<file path="src/rtl/down_sampler_n_1.sv">
// Receive-side N:1 decimator with programmable capture phase.
// Keeps one matched-filter sample per symbol and flags symbol slips.
module down_sampler_n_1 #(
  parameter int WIDTH = 18,
  parameter int DECIM = 4,
  parameter int PW    = 2
) (
  input  logic                    clk,
  input  logic                    reset,
  input  logic                    sam_clk,
  input  logic                    sym_clk,
  input  logic [PW-1:0]           phase_sel,
  input  logic signed [WIDTH-1:0] x_in,
  output logic signed [WIDTH-1:0] y,
  output logic                    y_valid,
  output logic                    locked,
  output logic                    align_err
);

  typedef enum logic {
    ACQUIRE,
    TRACK
  } state_t;

  localparam logic [PW-1:0] LAST = PW'(DECIM - 1);

  state_t        state;
  logic [PW-1:0] idx;
  logic [PW-1:0] ph;
  logic [PW-1:0] eff;
  logic [PW-1:0] cmp_ph;

  // A boundary sample always restarts the count and uses the fresh phase.
  always_comb begin
    eff    = sym_clk ? '0 : idx + PW'(1);
    cmp_ph = sym_clk ? phase_sel : ph;
  end

  always_ff @(posedge clk) begin
    if (reset) begin
      state     <= ACQUIRE;
      idx       <= '0;
      ph        <= '0;
      y         <= '0;
      y_valid   <= 1'b0;
      locked    <= 1'b0;
      align_err <= 1'b0;
    end else begin
      y_valid <= 1'b0;
      unique case (state)
        ACQUIRE: begin
          if (sam_clk && sym_clk) begin
            state  <= TRACK;
            locked <= 1'b1;
            idx    <= '0;
            ph     <= phase_sel;
            if (phase_sel == '0) begin
              y       <= x_in;
              y_valid <= 1'b1;
            end
          end
        end
        TRACK: begin
          if (sam_clk) begin
            idx <= eff;
            if (eff == cmp_ph) begin
              y       <= x_in;
              y_valid <= 1'b1;
            end
            if (sym_clk) begin
              ph <= phase_sel;
              if (idx != LAST)
                align_err <= 1'b1;
            end
          end else if (sym_clk) begin
            align_err <= 1'b1;
          end
        end
        default: state <= ACQUIRE;
      endcase
    end
  end

endmodule

</file>
<file path="config.mk">
export PLATFORM = sky130hd
export DESIGN_NAME = down_sampler_n_1
export DESIGN_NICKNAME = d
export VERILOG_FILES = /design/src/rtl/down_sampler_n_1.sv
export SDC_FILE = /design/constraint.sdc
export NUM_CORES = 1
export LEC_CHECK = 0
export BUFFER_PORTS_ARGS = -buffer_cell sky130_fd_sc_hd__buf_2
export CELL_PAD_IN_SITES_DETAIL_PLACEMENT = 1
export CELL_PAD_IN_SITES_GLOBAL_PLACEMENT = 2
export CORE_AREA = 2 2 63 65
export DETAILED_ROUTE_END_ITERATION = 10
export DIE_AREA = 0 0 65 67
export PLACE_DENSITY_LB_ADDON = 0.2
export SYNTH_ARGS = -nofsm -noshare
export SYNTH_HDL_FRONTEND = slang
export SYNTH_SLANG_ARGS = --single-unit
</file>
<file path="constraint.sdc">
create_clock -name clk -period 3.8 [get_ports clk]
set_input_delay 0.38 -clock clk [delete_from_list [all_inputs] [get_ports clk]]
set_output_delay 0.38 -clock clk [all_outputs]
set_load 0.01 [all_outputs]
</file>
==> results.txt <==
- Yosys top cell by area: dfxtp_1
- Placeable core area: between 3000 and 4000 um2
- Overflow left after global routing: 0
- The flow ran to the end, and the final reports show no timing, DRC or antenna violations.
- Top cell types by occurrence after synthesis: dfxtp_1 (26), nor2_1 (26), mux2i_1 (19), nand2_1 (4)
* Peak supply drop: between 0.0001 and 0.00015 V
* Die Span X: around 65 um
- Root buffer selected by CTS: clkbuf_8
- Inserted Clock Buffers: 3
- Vias in the first global route: 792
* Number of sinks handled by clock tree synthesis: 26
- Cell Rows: 22
- Power density over the cells: slightly below 400 nW/um2
- Arrival @ worst endpoint: about 2200 ps
- Top cell family by delay on the critical path: compound AO/OA/AOI/OAI gates
- Total instance count after detailed placement: about 180
- Setup CP Type: flip-flop to flip-flop
- DRC errors left: 0
- Top fanout value on the critical path: 19
- Switching component of the power: roughly 0.11 mW
- Resized Gates After CTS: 0
- The placed instances occupy a cell area of 1220 um2.
- Sequential group share of total power: 0.563
- After legalization and detailed placement, the total HPWL measured between 1500 and 2000 um.
- Total power after layout: 0.506 mW
- 1st-pass router iterations: 3
- In this run, synthesis inferred 0 flip-flops with an integrated enable.
- The number of endpoints with negative hold slack in the final report is 0.
- Net Sw Frac: 0.217
- The first global-routing pass estimated roughly 3400 um of wire.
- In this run, synthesis produced a sequential element count of 26.
* Library cells used by synthesis: 18
* Worst slew pin tran: slightly above 800 ps
* Min-Delay Path Class: primary input to flip-flop
* Die Y: 67 um
- The worst register-to-register path ends at y[3]$_SDFFE_PP0P_.
- Clock slew at the register clock pins of the worst setup and hold paths: 90 ps
- Post-Synthesis Net Count: about 120
- Final period util: 0.533
* Main synth FF type: dfxtp_1
* Netlist area before placement: around 1000 um2
- Crit path time final: 2030 ps
- The worst setup path is launched from a flip-flop.
* Buffers on Ports: 44
- Measured against its own limit, the worst slew margin works out to 0.446.
- Largest cells by area after synthesis: dfxtp_1 (53%), mux2i_1 (19%), nor2_1 (9.9%)
* Count of H-tree levels built during CTS: 1
* CP Capture Point: y[3]$_SDFFE_PP0P_
- Hold repair after CTS inserted 0 buffers.
- Clock power share: 0.340
- WL final: 2160 um
- Seq/Total Area, Yosys: 0.526
- After synthesis, the mean cell area works out to 10.5 um2.
- Worst-case clock buffer depth: 2
* Routed length per instance: roughly 12 um
* Cell chain of the critical path: ha_1, xnor2_1, a31oi_4, mux2i_1, nor2_1
- Library cell contributing the largest single delay on the critical path: a31oi_4
* Worst-case reg-to-reg path depth: 5
- Maximum number of pins on one net before global-route repair: 27
- Critical path depth: 5
- Fraction of layout instances using a drive strength above 1: 0.372
- Reg-to-Reg Start: idx[0]$_SDFFE_PP0P_
- The first routing iteration left 7 violations.
* Final instance area: 1280 um2
- Global placer's final weighted congestion: between 0.7 and 0.8
- For the worst setup path, the data required time is between 3000 and 4000 ps.
- Setup slack, reg-to-reg: between 1500 and 2000 ps
- In this run the worst setup path begins at idx[0]$_SDFFE_PP0P_.
- Post-layout instance count excluding filler cells: ~190
* Reported max-cap violation count: 0
- The clock arrives with 4.30 ps of skew.
* Die outline area: 4360 um2
- Slew Viols, Final: 0
* Number of failing setup endpoints in the final timing report: 0
- The initial utilization of the core area, before any placement, comes to 0.274.
- The Yosys step of the flow raised 0 warnings.
- Achievable clock frequency: roughly 0.49 GHz
- Worst path buffer plus inverter count: 0
- Top cell type's share of synthesized area: 0.526
* Cell leakage power: 0.709 nW
* Detail-routed via count per cell: about 4.3
* RSZ-0062 raised after global routing: false
- Synthesis-to-finish area growth: 29.2%
- Final antenna-violating net count: 0
* Clock latency reported for the late side of the worst-skew pair: around 260 ps
- The internal power of the cells totals roughly 0.40 mW.
- Synthesized netlist cell count: 94
* Antenna diode count: 0
- Final net count: around 160
- Number of antenna violations at the first check in global routing: 0
- Endpoint type of the worst setup path: flip-flop
* Count of vias placed by the detailed router: 797
- Pin placement for this block handled 45 I/O pins.
- GRT Util Overall: 0.102
- Sum of negative setup slack: 0 ps
- In the synthesized netlist the async set-or-reset flop fraction comes to 0.
* CTS tree: yes
- The largest single stage delay on the critical path is 710 ps.
- Of the total power, combinational logic draws 0.097.
- Buffers added to address setup during post-CTS repair amount to 0.
[worst min-delay path: cells and delay by family]
kind	cells	cell delay, ps
buffers and inverters	1	80
AND/OR/NAND/NOR	1	70
multiplexers	1	50
[how the worst min path moves through the flow]
stage / start / endpoint / slack, ps / cells after the start
2_1_floorplan: ph[0]$_SDFFE_PP0P_ / ph[0]$_SDFFE_PP0P_ / 450 / 2
3_3_place_gp: locked$_SDFFE_PP0P_ / locked$_SDFFE_PP0P_ / 450 / 2
3_5_place_dp: align_err$_SDFFE_PP0P_ / align_err$_SDFFE_PP0P_ / 470 / 2
4_1_cts: x_in[10] / y[10]$_SDFFE_PP0P_ / 340 / 3
5_1_grt: x_in[2] / y[2]$_SDFFE_PP0P_ / 360 / 3
6_report: x_in[10] / y[10]$_SDFFE_PP0P_ / 350 / 3
[power groups by stage]
stage	clock, mW	sequential [mW]	combinational [mW]
after floorplan	0	0.294	0.0256
after global placement	0	0.291	0.0487
after detailed placement	0	0.292	0.0500
after CTS	0.181	0.285	0.0502
after global routing	0.190	0.286	0.0545
final	0.172	0.285	0.0490
[logic make-up (layout without fill, tap and decap cells)]
kind of cell    count (synthesis)  count (layout)  synth area share
xor+xnor                        2               2            0.0177
simple gates                   34              34             0.149
flops                          26              26             0.526
mux                            19              19             0.192
fa+ha+maj                       1               1            0.0126
compound gates                  7               7            0.0556
buf+inv                         5              48            0.0468
[stage by stage]
stage / hold slack [ps] / setup slack (ps) / utilization
2_1_floorplan: 448 / 2180 / -
3_3_place_gp: 452 / 1830 / 0.339
3_5_place_dp: 466 / 1760 / 0.339
4_1_cts: 344 / 1740 / 0.355
5_1_grt: 356 / 1610 / 0.355
6_report: 347 / 1770 / 0.355
[state kept, by name, summed over array words and instances, names as in the netlist]
| register | cells |
|---|---|
| y | 18 |
| idx | 2 |
| ph | 2 |
| align_err | 1 |
| locked | 1 |
| state | 1 |
| y_valid | 1 |
[layer usage]
layer | global-route usage | vias to the layer above | part of all wire
met5 | 0 | - | 0
met4 | 0.0479 | 0 | 0.0088
met3 | 0.0152 | 2 | 0.054
met2 | 0.188 | 23 | 0.51
met1 | 0.115 | 372 | 0.43
li1 | - | 400 | -
[cells in the final DEF (no fill, tap or decap), drive strengths merged]
cell type  count
buf           44
nor2          26
dfxtp         26
mux2i         19
nand2          4
clkbuf         4
a21oi          3
nand3          2
a31oi          2
and3b          1
xor2           1
xnor2          1
and4bb         1
o21ai          1
a22oi          1
ha             1
[cell type report]
type | instances | area (um2)
Multi-Input combinational cell | 63 | 423
Clock buffer | 4 | 55.1
Timing Repair Buffer | 44 | 220
Tap cell | 48 | 60.1
Sequential cell | 26 | 520
Fill cell | 444 | 2330
No activity file was read; power rests on OpenSTA's default activity.
